===== src/rtl/phase_sequencer_pkg.sv =====
`default_nettype none
// ============================================================================
//  Module   : phase_sequencer_pkg
//  Purpose  : Constants shared by the phase sequencer and the control decoder.
//             This covers the phase numbers, the sequencer state encodings and
//             the HLT opcode fields, plus a helper that recognises HLT.
//  Revision : 1.0 - initial release
// ============================================================================
package phase_sequencer_pkg;

   // Phase numbers as seen by the control decoder (0 = idle, gates all off)
   localparam logic [2:0] PH_IDLE = 3'd0;
   localparam logic [2:0] PH_1    = 3'd1;
   localparam logic [2:0] PH_2    = 3'd2;
   localparam logic [2:0] PH_3    = 3'd3;
   localparam logic [2:0] PH_4    = 3'd4;
   localparam logic [2:0] PH_5    = 3'd5;

   // Sequencer state encodings
   localparam logic [1:0] ST_IDLE      = 2'd0;
   localparam logic [1:0] ST_RUN       = 2'd1;
   localparam logic [1:0] ST_STEP_WAIT = 2'd2;
   localparam logic [1:0] ST_HALTED    = 2'd3;

   // Instruction fields shared with the control decoder
   localparam logic [1:0] OP_ALU  = 2'b11;
   localparam logic [3:0] ALU_HLT = 4'b1111;

   // HLT is an ALU-class instruction carrying the all-ones ALU sub-op
   function automatic logic is_hlt(input logic [1:0] op, input logic [3:0] alu_op);
      return (op == OP_ALU) && (alu_op == ALU_HLT);
   endfunction

endpackage
`default_nettype wire


===== src/rtl/phase_sequencer_rise_pulse.sv =====
`default_nettype none
// ============================================================================
//  Module   : rise_pulse
//  Purpose  : One-cycle pulse on a rising edge of a level input.
//  Ports    : clk - system clock, rising edge
//             rst - asynchronous active-high reset
//             d   - level input (already debounced/synchronous)
//             p   - pulse, high for the cycle in which d first reads 1
//  Revision : 1.0 - initial release
// ============================================================================
module rise_pulse (
   input  logic clk,
   input  logic rst,
   input  logic d,
   output logic p
);

   logic r_d;
   logic r_armed;

   // r_armed stays low for the first cycle after reset. A level that was
   // held high through reset is therefore absorbed into r_d without ever
   // being mistaken for a fresh edge.
   always_ff @(posedge clk or posedge rst) begin
      if (rst) begin
         r_d     <= 1'b0;
         r_armed <= 1'b0;
      end else begin
         r_d     <= d;
         r_armed <= 1'b1;
      end
   end

   assign p = d & ~r_d & r_armed;

endmodule
`default_nettype wire


===== src/rtl/phase_sequencer.sv =====
`default_nettype none
// ============================================================================
//  Module   : phase_sequencer
//  Purpose  : Generates the 3-bit execution phase for the control decoder.
//             Supports run, halt and single-step operation, honours stall,
//             detects HLT, and counts retired instructions.
//  Ports    : clk         - system clock, rising edge
//             rst         - asynchronous active-high reset
//             start       - run request (rising edge acts)
//             step_mode   - 1 = pause in phase 0 after each instruction
//             step        - advance one instruction in step mode (rising edge)
//             stall       - hold the current phase
//             instruction - current IR (op=[15:14], alu_op=[7:4])
//             phase       - current phase, 0 = idle, 1..NUM_PHASES active
//             running     - 1 in RUN state
//             halted      - 1 in HALTED state
//             instr_count - instructions retired since reset
//  Revision : 1.0 - initial release
// ============================================================================
module phase_sequencer
   import phase_sequencer_pkg::*;
#(
   parameter int NUM_PHASES = 5,
   parameter int CNT_W      = 16
) (
   input  logic             clk,
   input  logic             rst,
   input  logic             start,
   input  logic             step_mode,
   input  logic             step,
   input  logic             stall,
   input  logic [15:0]      instruction,
   output logic [2:0]       phase,
   output logic             running,
   output logic             halted,
   output logic [CNT_W-1:0] instr_count
);

   localparam logic [2:0] c_last_phase = 3'(NUM_PHASES);

   logic             w_start_p;
   logic             w_step_p;
   logic             w_hlt;
   logic             w_unused_ir;

   logic [1:0]       r_state;
   logic [2:0]       r_phase;
   logic [CNT_W-1:0] r_count;
   logic             r_running;
   logic             r_halted;

   logic [1:0]       w_state_nxt;
   logic [2:0]       w_phase_nxt;
   logic [CNT_W-1:0] w_count_nxt;

   rise_pulse u_start_pulse (
      .clk (clk),
      .rst (rst),
      .d   (start),
      .p   (w_start_p)
   );

   rise_pulse u_step_pulse (
      .clk (clk),
      .rst (rst),
      .d   (step),
      .p   (w_step_p)
   );

   assign w_hlt       = is_hlt(instruction[15:14], instruction[7:4]);
   // The remaining IR bits are the decoder's business, not ours
   assign w_unused_ir = ^{instruction[13:8], instruction[3:0]};

   always_comb begin
      w_state_nxt = r_state;
      w_phase_nxt = r_phase;
      w_count_nxt = r_count;

      case (r_state)
         ST_IDLE: begin
            w_phase_nxt = PH_IDLE;
            if (w_start_p) begin
               w_state_nxt = ST_RUN;
               w_phase_nxt = PH_1;
            end
         end

         ST_RUN: begin
            if (!stall) begin
               // HLT is checked before the last-phase test so that it is
               // never counted, even in a two-phase configuration.
               if ((r_phase == PH_2) && w_hlt) begin
                  w_state_nxt = ST_HALTED;
                  w_phase_nxt = PH_IDLE;
               end else if (r_phase < c_last_phase) begin
                  w_phase_nxt = r_phase + 3'd1;
               end else begin
                  w_count_nxt = r_count + CNT_W'(1);
                  // step_mode is looked at only here, at the instruction
                  // boundary, so a mid-instruction change cannot split it.
                  if (step_mode) begin
                     w_state_nxt = ST_STEP_WAIT;
                     w_phase_nxt = PH_IDLE;
                  end else begin
                     w_phase_nxt = PH_1;
                  end
               end
            end
         end

         ST_STEP_WAIT: begin
            w_phase_nxt = PH_IDLE;
            if (w_step_p || (w_start_p && !step_mode)) begin
               w_state_nxt = ST_RUN;
               w_phase_nxt = PH_1;
            end
         end

         ST_HALTED: begin
            w_phase_nxt = PH_IDLE;
         end

         default: begin
            w_state_nxt = ST_IDLE;
            w_phase_nxt = PH_IDLE;
         end
      endcase
   end

   always_ff @(posedge clk or posedge rst) begin
      if (rst) begin
         r_state   <= ST_IDLE;
         r_phase   <= PH_IDLE;
         r_count   <= '0;
         r_running <= 1'b0;
         r_halted  <= 1'b0;
      end else begin
         r_state   <= w_state_nxt;
         r_phase   <= w_phase_nxt;
         r_count   <= w_count_nxt;
         r_running <= (w_state_nxt == ST_RUN);
         r_halted  <= (w_state_nxt == ST_HALTED);
      end
   end

   assign phase       = r_phase;
   assign running     = r_running;
   assign halted      = r_halted;
   assign instr_count = r_count;

endmodule
`default_nettype wire


===== config.mk =====
export PLATFORM = sky130hd
export DESIGN_NAME = phase_sequencer
export DESIGN_NICKNAME = d
export VERILOG_FILES = /design/src/rtl/phase_sequencer_pkg.sv /design/src/rtl/phase_sequencer_rise_pulse.sv /design/src/rtl/phase_sequencer.sv
export SDC_FILE = /design/constraint.sdc
export NUM_CORES = 1
export LEC_CHECK = 0
export BUFFER_PORTS_ARGS = -buffer_cell sky130_fd_sc_hd__buf_2
export CAP_MARGIN = 20
export CORE_MARGIN = 2
export CORE_UTILIZATION = 55
export CTS_BUF_LIST = sky130_fd_sc_hd__clkbuf_4
export DETAILED_ROUTE_END_ITERATION = 10
export PLACE_DENSITY = 0.92
export SLEW_MARGIN = 25
export SYNTH_ARGS = -nofsm -noshare
export SYNTH_HDL_FRONTEND = slang
export SYNTH_HIERARCHICAL = 1
export SYNTH_SLANG_ARGS = --single-unit

===== constraint.sdc =====
create_clock -name clk -period 4.37 [get_ports clk]
set_input_delay 0.6555 -clock clk [delete_from_list [all_inputs] [get_ports clk]]
set_output_delay 0.6555 -clock clk [all_outputs]
set_load 0.01 [all_outputs]

# After elaboration in Yosys (flattened, before gate mapping)
# Index checks and enable logic that the tools add are counted.
[classes]
n_addsub = 2
mul = 0
div_mod_pow = 0
magnitude_cmp = 1
eq_ne = 9
shift = 0
n_mux = 14
bitwise_logic = 9
reduce_logical = 7
[op_table]
columns = ["cell", "count"]
rows = [
  ["adder 16 x 1 -> 16 bit (second input constant)", 1],
  ["2-to-1 mux 2 bit", 6],
  ["case mux 3 bit (4 select lines)", 1],
  ["2-to-1 mux 3 bit", 3],
  ["== test 2 bit (second input constant)", 4],
  ["case mux 2 bit (3 select lines)", 1],
  ["inverter 1 bit", 5],
  ["bitwise AND 1 bit", 4],
  ["== test 2 x 1 -> 1 bit (second input constant)", 2],
  ["== test 4 bit (second input constant)", 1],
  ["AND reduction 4 bit", 1],
  ["adder 3 x 1 -> 3 bit (second input constant)", 1],
  ["== test 3 x 2 -> 1 bit (second input constant)", 1],
  ["logical AND 1 bit", 3],
  ["less-than comparator 3 bit (second input constant)", 1],
  ["2-to-1 mux 1 bit", 3],
  ["zero test 2 bit", 1],
  ["!= test 2 bit (second input constant)", 1],
  ["zero test 1 bit", 1],
  ["logical OR 1 bit", 1],
]
[totals]
regBits = 26
latch_bits = 0
mem_bits_rw = 0
romBits = 0
input_bits = 22
out_inout_bits = 21
elab_cells = 50
memories = 0

# Depth between registers and ports, before layout
# Gate-level depths: netlist (run 1).
[depth]
ltp_word = 8
mapped_depth = 7

# Modules after synthesis
# The synthesis (run 1) kept the hierarchy.
[modules_own_cells]
columns = ["mod", "n_inst", "cells_per_inst", "area_each_um2", "seq_area_each_um2"]
rows = [
  ["phase_sequencer", 1, 104, 1159.9, 575.6],
  ["rise_pulse", 2, 5, 66.3, 50.0],
]

# Worst setup path after synthesis (run 1)
# No wires, ideal clock.
[synth_path]
path_type = "input to register"
startpoint = "input port stall"
endpoint = "register r_count[10], in the netlist instr_count[10]"
setup_ns = 0.126
arrival_time_ns = 1.720
required_ns = 4.244
path_slack_ns = 2.524
path_stages = 5
path_cell_list = "or3b_1 > buf_6 > nor4_4 > nand3_1 > xnor2_1"
[synth_via]
elab_chain_len = 2
[synth_lines]
columns = ["element", "line_no", "rtl"]
rows = [
  ["start: declaration", "phase_sequencer.sv:31", "input logic stall,"],
  ["inverter 1 bit (no line)", "n/a", ""],
  ["AND reduction 4 bit (no line)", "n/a", ""],
  ["end signal: assignment", "phase_sequencer.sv:140", "r_count <= w_count_nxt;"],
  ["end: declaration", "phase_sequencer.sv:48", "logic [CNT_W-1:0] r_count;"],
]
# No other way between the ends.
# A chain may end at the register's enable or synchronous reset.

# Worst setup path after layout (run 1)
[layout_path]
startpoint = "register r_state[0]"
endpoint = "register r_count[11], in the netlist instr_count[11]"
[layout_via]
elab_chain_len = 2
[layout_lines]
columns = ["element", "line_no", "rtl"]
rows = [
  ["start: declaration", "phase_sequencer.sv:46", "logic [1:0] r_state;"],
  ["start signal: assignment", "phase_sequencer.sv:138", "r_state <= w_state_nxt;"],
  ["== test 2 x 1 -> 1 bit", "phase_sequencer.sv:79", "case (r_state)"],
  ["AND reduction 4 bit (no line)", "n/a", ""],
]
# No other way between the ends.

==> results_dict.tcl, run 1 <==
set metrics [dict create \
    grt_pass1_vias 970 \
    synth_cell_types 36 \
    grt_max_degree 24 \
    worst_setup_path_end_kind "flop" \
    areaGrowthSynthToFinish_pct 15.7 \
    finalHoldViolations 0 \
    post-route-period-util_pct 44.3 \
    drt-initial-drc-count 11 \
    yosys_warnings 6 \
    die_w_um 52.5 \
    antenna_found_initial 0 \
    die_area_um2 2750 \
    synthFlopType "dfrtp_1" \
    power_density_nw_per_um2 430 \
    cts_sinks 27 \
    synth.avg_cell_area_um2 11.3 \
    slowest_delay_ns 0.55 \
    min_period_ns 1.94 \
    synth-edff-count 0 \
    postCtsHoldBufs 0 \
    final_cells 176 \
    nets 174 \
    placed_cell_area_um2 1470 \
    maxSlewHeadroom_pct 43.8 \
    postCtsSetupRepairBufs 0 \
    grt.total_usage_pct 20.6 \
    cp.arrival_ns 2.17 \
    cts-root-buf "clkbuf_4" \
    initial_core_util_pct 58.4 \
    dr.pass1.iters 4 \
    slowest_stage "or3b_1" \
    crit_type "reg -> reg" \
    synthMuxAreaShare_pct 1.65 \
    synthSimpleGateAreaFrac_pct 20.7 \
    vdd_drop_max_v 0.000316 \
    max-cap-violations 0 \
    overflow 0 \
    gp_congestion 0.820 \
    ant_nets 0 \
    design_area_um2 1500 \
    synth-xor-area-share_pct 10.2 \
    worstPathMaxFanout 10 \
    synthArstFlopShare_pct 100 \
    yosysSeqAreaShare_pct 52.3 \
    synth_compound_area_share_pct 6.78 \
    fin_tns_setup_ns 0 \
    antenna_cells 0 \
    tightest_slew_ns 0.843 \
    dp.cells 172 \
    fmax_ghz 0.516 \
    io_buffers 32 \
    ys_ff_latch 27 \
    rsz0062_at_grt "no" \
    synth_top_family_by_area "simple AND/OR/NAND/NOR gates" \
    preCtsSetupSlack_ns 2.20 \
    syn_inst 114 \
    hp-class "in -> async" \
    cp-start-kind "flop" \
    drc 0 \
    crit_required_ns 4.60 \
    cts_tree "done" \
    status "completed" \
    p_total_w 0.000643 \
    clk_pin_slew_ns 0.15 \
    wirelength_um 2530 \
    coreArea_um2 2210 \
    cts_buffer_depth 2 \
    skew_ns 0.00390 \
    maxSlewViolCount 0 \
    synthAdderAreaFrac_pct 2.90 \
    wl_per_cell_um 14.4 \
    via_per_inst 5.57 \
    h-tree-depth 1 \
    numCtsBuffers 3 \
    dieHeight_um 52.5 \
    nFillCells 164 \
    vias 980 \
    worst_slack_ns 2.43 \
    drive_above_1_share_pct 27.7 \
    dp_hpwl_um 2010 \
    syn_nets 139 \
    ios 43 \
    cpLargestDelayFamily "simple AND/OR/NAND/NOR gates" \
    syn-cell-area_um2 1290 \
    cts-resized-gates 0 \
    clkLatencyLatePin_ns 0.32 \
    grt_pass1_wl_um 4190 \
    fp-row-count 17 \
    p_leak_nw 0.795 \
    critPathBufInv 0 \
    setup_viol 0 \
    path_cells "or3b_1 > nor4_4 > nand4_1 > xnor2_1" \
]
==> area by class of cell <==
cell class / instances / area, µm² / share of cell area (%)
multi-input combinational: 74 / 553 / 37.0
timing repair buffer: 32 / 160 / 10.7
inverter: 11 / 41.3 / 2.76
tap: 28 / 35.0 / 2.34
clock buffer: 3 / 22.5 / 1.51
sequential: 27 / 676 / 45.2
clock inverter: 1 / 7.51 / 0.502
==> sequential cells by signal (all words and copies together), names as in the netlist <==
register	flops
phase	3
r_state	2
u_start_pulse/r_d	1
u_step_pulse/r_armed	1
u_step_pulse/r_d	1
halted	1
running	1
u_start_pulse/r_armed	1
instr_count	16
==> worst paths after layout <==
| path | cells past startpoint | slack [ns] | endpoint | start |
|---|---|---|---|---|
| worst min register to register | 1 | 0.49 | instr_count[15] | instr_count[15] |
| worst max-delay path | 4 | 2.43 | instr_count[11] | r_state[0] |
| max in group asynchronous | 2 | 3.36 | instr_count[1] | rst |
| worst min-delay path | 2 | 0.16 | u_step_pulse/r_d | rst |
| worst max register to register | 4 | 2.43 | instr_count[11] | r_state[0] |
| min in group clk | 1 | 0.44 | u_step_pulse/r_d | step |
==> cell usage in the layout, fill, tap and decap left out, types with 2 or more instances in the layout <==
| cell type | synthesis | routed |
|---|---|---|
| ha_1 | 3 | 3 |
| xor2_1 | 6 | 6 |
| nor3_1 | 2 | 2 |
| and4_1 | 2 | 2 |
| nor3b_1 | 2 | 2 |
| nor2_1 | 4 | 4 |
| inv_1 | 11 | 11 |
| conb_1 | 2 | 2 |
| and3b_1 | 2 | 2 |
| and3_1 | 2 | 2 |
| a21oi_1 | 2 | 2 |
| nor4_4 | 2 | 2 |
| buf_2 | 0 | 32 |
| xnor2_1 | 9 | 9 |
| clkbuf_4 | 0 | 3 |
| nor4_1 | 2 | 2 |
| nand2_1 | 6 | 6 |
| dfrtp_1 | 27 | 27 |
| nand3_1 | 5 | 5 |
| o22ai_1 | 2 | 2 |
| nand4_1 | 5 | 5 |
==> metrics by stage <==
stage                     hold slack (ns)  utilization [%]
after global routing                0.163             67.6
after floorplan                     0.397                -
final                               0.164             67.6
after CTS                           0.158             67.6
after global placement              0.455             66.2
after detailed placement            0.479             66.2
==> power by group <==
part           switching (W)  internal [W]  total (W)  leakage, nW
combinational       0.000104     0.0000863   0.000190        0.435
sequential         0.0000543      0.000289   0.000344        0.346
clock              0.0000744     0.0000349   0.000109       0.0139
==> Yosys cell counts, types with 2 or more instances <==
cell type / count / area (µm²)
nor3_1: 2 / 10.0
xor2_1: 6 / 52.6
nand3_1: 5 / 25.0
nor4_4: 2 / 42.5
nand4_1: 5 / 31.3
and3b_1: 2 / 17.5
nor2_1: 4 / 15.0
ha_1: 3 / 37.5
inv_1: 11 / 41.3
dfrtp_1: 27 / 676
xnor2_1: 9 / 78.8
a21oi_1: 2 / 10.0
buf_6: 2 / 22.5
conb_1: 2 / 7.51
nor3b_1: 2 / 15.0
nand2_1: 6 / 22.5
nor4_1: 2 / 12.5
and4_1: 2 / 17.5
o22ai_1: 2 / 12.5
and3_1: 2 / 12.5
==> logic make-up (layout without fill, tap and decap cells) <==
group | count (synthesis) | in the layout
simple gates | 40 | 40
flops | 27 | 27
xor+xnor | 15 | 15
buf+inv | 13 | 47
compound gates | 12 | 12
fa+ha+maj | 3 | 3
other cells | 2 | 2
mux | 2 | 2
==> routing by layer <==
layer  global-route usage (%)  part of all wire, %  wire length (µm)
met5                        0                    0                 0
met4                     10.3                  2.0                51
met3                     2.57                  4.6               117
met2                     37.7                   55              1400
met1                     23.2                   38               965
Power figures use the tool's default switching activity.
==> run 2, diff against run 1 <==
--- a/config.mk
+++ b/config.mk
@@ -8,10 +8,10 @@
 export BUFFER_PORTS_ARGS = -buffer_cell sky130_fd_sc_hd__buf_2
 export CAP_MARGIN = 20
 export CORE_MARGIN = 2
-export CORE_UTILIZATION = 55
+export CORE_UTILIZATION = 51
 export CTS_BUF_LIST = sky130_fd_sc_hd__clkbuf_4
 export DETAILED_ROUTE_END_ITERATION = 10
-export PLACE_DENSITY = 0.92
+export PLACE_DENSITY = 0.87
 export SLEW_MARGIN = 25
 export SYNTH_ARGS = -nofsm -noshare
 export SYNTH_HDL_FRONTEND = slang
==> constraint.sdc (replaced) <==
create_clock -name clk -period 1.85 [get_ports clk]
set_input_delay 0.2775 -clock clk [delete_from_list [all_inputs] [get_ports clk]]
set_output_delay 0.2775 -clock clk [all_outputs]
set_load 0.01 [all_outputs]
==> run 2 against run 1 <==
  * Power increased by 140%
  * Cell area is 2.7% higher
  * Non-clock buffer count increased by 4
  * Critical path depth stayed put
  * Sequential share of layout area shrank 1.2 points
  * First-iteration DRC count is 9.1% higher
  * Setup slack got worse by 2.3 ns
  * Largest cell class unchanged
  * Largest power group unchanged
==> results_dict.tcl, run 2 (synthesis results as in run 1) <==
set metrics [dict create \
    status "completed" \
    r2r_start "r_state[1]" \
    cts_buffer_depth 2 \
    wl_per_cell_um 13.5 \
    grt_max_degree 24 \
    largest_reg_flops 16 \
    critPathBufInv 0 \
    antenna_cells 0 \
    drive_above_1_share_pct 28.9 \
    crit_type "reg -> reg" \
    fin_tns_setup_ns 0 \
    io_buffers 32 \
    ant_nets 0 \
    areaGrowthSynthToFinish_pct 18.8 \
    hp-class "in -> reg" \
    coreArea_um2 2430 \
    crit_required_ns 2.10 \
    path_cells "or3b_1 > nor3_1 > and3_1 > xor2_1" \
    initial_core_util_pct 53.1 \
    grt.total_usage_pct 19.0 \
    worst_slack_ns 0.138 \
    ios 43 \
    cts-root-buf "clkbuf_4" \
    cpLargestDelayFamily "simple AND/OR/NAND/NOR gates" \
    multiInputGateArea_um2 561 \
    grt_pass1_wl_um 4010 \
    gp_congestion 0.870 \
    drt-initial-drc-count 12 \
    dp_hpwl_um 1860 \
    finalHoldViolations 0 \
    worst_setup_path_end_kind "flop" \
    worstPathMaxFanout 7 \
    regArea_um2 676 \
    rsz0062_at_grt "no" \
    slowest_delay_ns 0.54 \
    numCtsBuffers 3 \
    r2r_setup_slack_ns 0.14 \
    overflow 0 \
    power_density_nw_per_um2 1010 \
    dr.pass1.iters 4 \
    min_period_ns 1.71 \
    fp-row-count 18 \
    vdd_drop_max_v 0.000761 \
    dieHeight_um 54.3 \
    p_leak_nw 0.818 \
    die_area_um2 2950 \
    hold_depth 1 \
    reg2reg_depth 4 \
    cts_tree "done" \
    drc 0 \
    mostFrequentLayoutCells "buf_2, dfrtp_1, inv_1" \
    clk_pin_slew_ns 0.15 \
    preCtsSetupSlack_ns 0.0797 \
    post-route-period-util_pct 92.5 \
    via_per_inst 5.31 \
    fmax_ghz 0.584 \
    p_total_w 0.00155 \
    h-tree-depth 1 \
    final_cells 182 \
    grt_pass1_vias 961 \
    final_common_cell "buf_2" \
    max-cap-violations 0 \
    clkLatencyLatePin_ns 0.32 \
    r2r_end "instr_count[6]" \
    slowest_stage "or3b_1" \
    wirelength_um 2460 \
    nets 178 \
    maxSlewViolCount 0 \
    skew_ns 0.00438 \
    dp.cells 177 \
    nFillCells 219 \
    cts_sinks 27 \
    cp-start-kind "flop" \
    antenna_found_initial 0 \
    hold_end "u_step_pulse/r_d" \
    vias 967 \
    min_from "step" \
    die_w_um 54.3 \
    setup_viol 0 \
    cp.arrival_ns 1.96 \
]
==> run 2: cell count changes in the layout (fill, tap and decap cells not counted), sizes merged <==
cell         delta
buf             +3
clkinv          +1
clkinvlp        -1
dlygate4sd3     +1
==> run 2: worst max path at each step <==
| stage | start | endpoint | slack [ns] | depth (start not counted) |
|---|---|---|---|---|
| detailed placement | stall | instr_count[11] | 0.08 | 5 |
| global placement | stall | instr_count[11] | 0.12 | 5 |
| finish | r_state[1] | instr_count[6] | 0.14 | 4 |
| global route | r_state[1] | instr_count[6] | 0.03 | 4 |
| CTS | r_state[1] | instr_count[11] | 0.08 | 4 |
| floorplan | r_state[1] | instr_count[10] | 0.21 | 5 |
==> run 2: through the flow <==
stage | area [µm²] | hold WS, ns | utilization, %
final | 1540 | 0.0638 | 63.1
after global routing | 1540 | 0.0519 | 63.1
after CTS | 1530 | 0.0550 | 62.8
after detailed placement | 1490 | 0.148 | 61.3
after global placement | 1490 | 0.143 | 61.3
after floorplan | 1290 | 0.0187 | -
==> run 2: worst register-to-register path, cell delays in order, from the launching register on <==
cell     delay, ns
dfrtp_1       0.40
or3b_1        0.54
nor3_1        0.32
and3_1        0.21
xor2_1        0.16
==> run 2: per-layer routing <==
metal	up-vias	part of all wire (%)	global-route usage, %
met5	-	0	0
met4	0	0.53	6.67
met3	2	3.9	3.01
met2	24	51	33.5
met1	468	45	23.3
li1	473	-	-
==> run 2: final cells by class <==
| type | instances | area share (%) |
|---|---|---|
| Clock buffer | 3 | 1.47 |
| Clock inverter | 1 | 0.326 |
| Inverter | 11 | 2.69 |
| Multi-Input combinational cell | 74 | 36.5 |
| Sequential cell | 27 | 44.0 |
| Tap cell | 30 | 2.44 |
| Timing Repair Buffer | 36 | 12.6 |
==> run 2: repair_timing <==
action,in CTS,in global routing
hold endpoints to repair,27,0
hold buffers,1,0
buffers inserted,0,0
gates resized for setup,0,1
endpoints found under the setup margin,0,2
==> run 2: where the power goes <==
group / switching [W] / internal (W) / leakage [nW]
Clock: 0.000173 / 0.0000810 / 0.0177
Combinational: 0.000274 / 0.000231 / 0.454
Sequential: 0.000103 / 0.000684 / 0.346
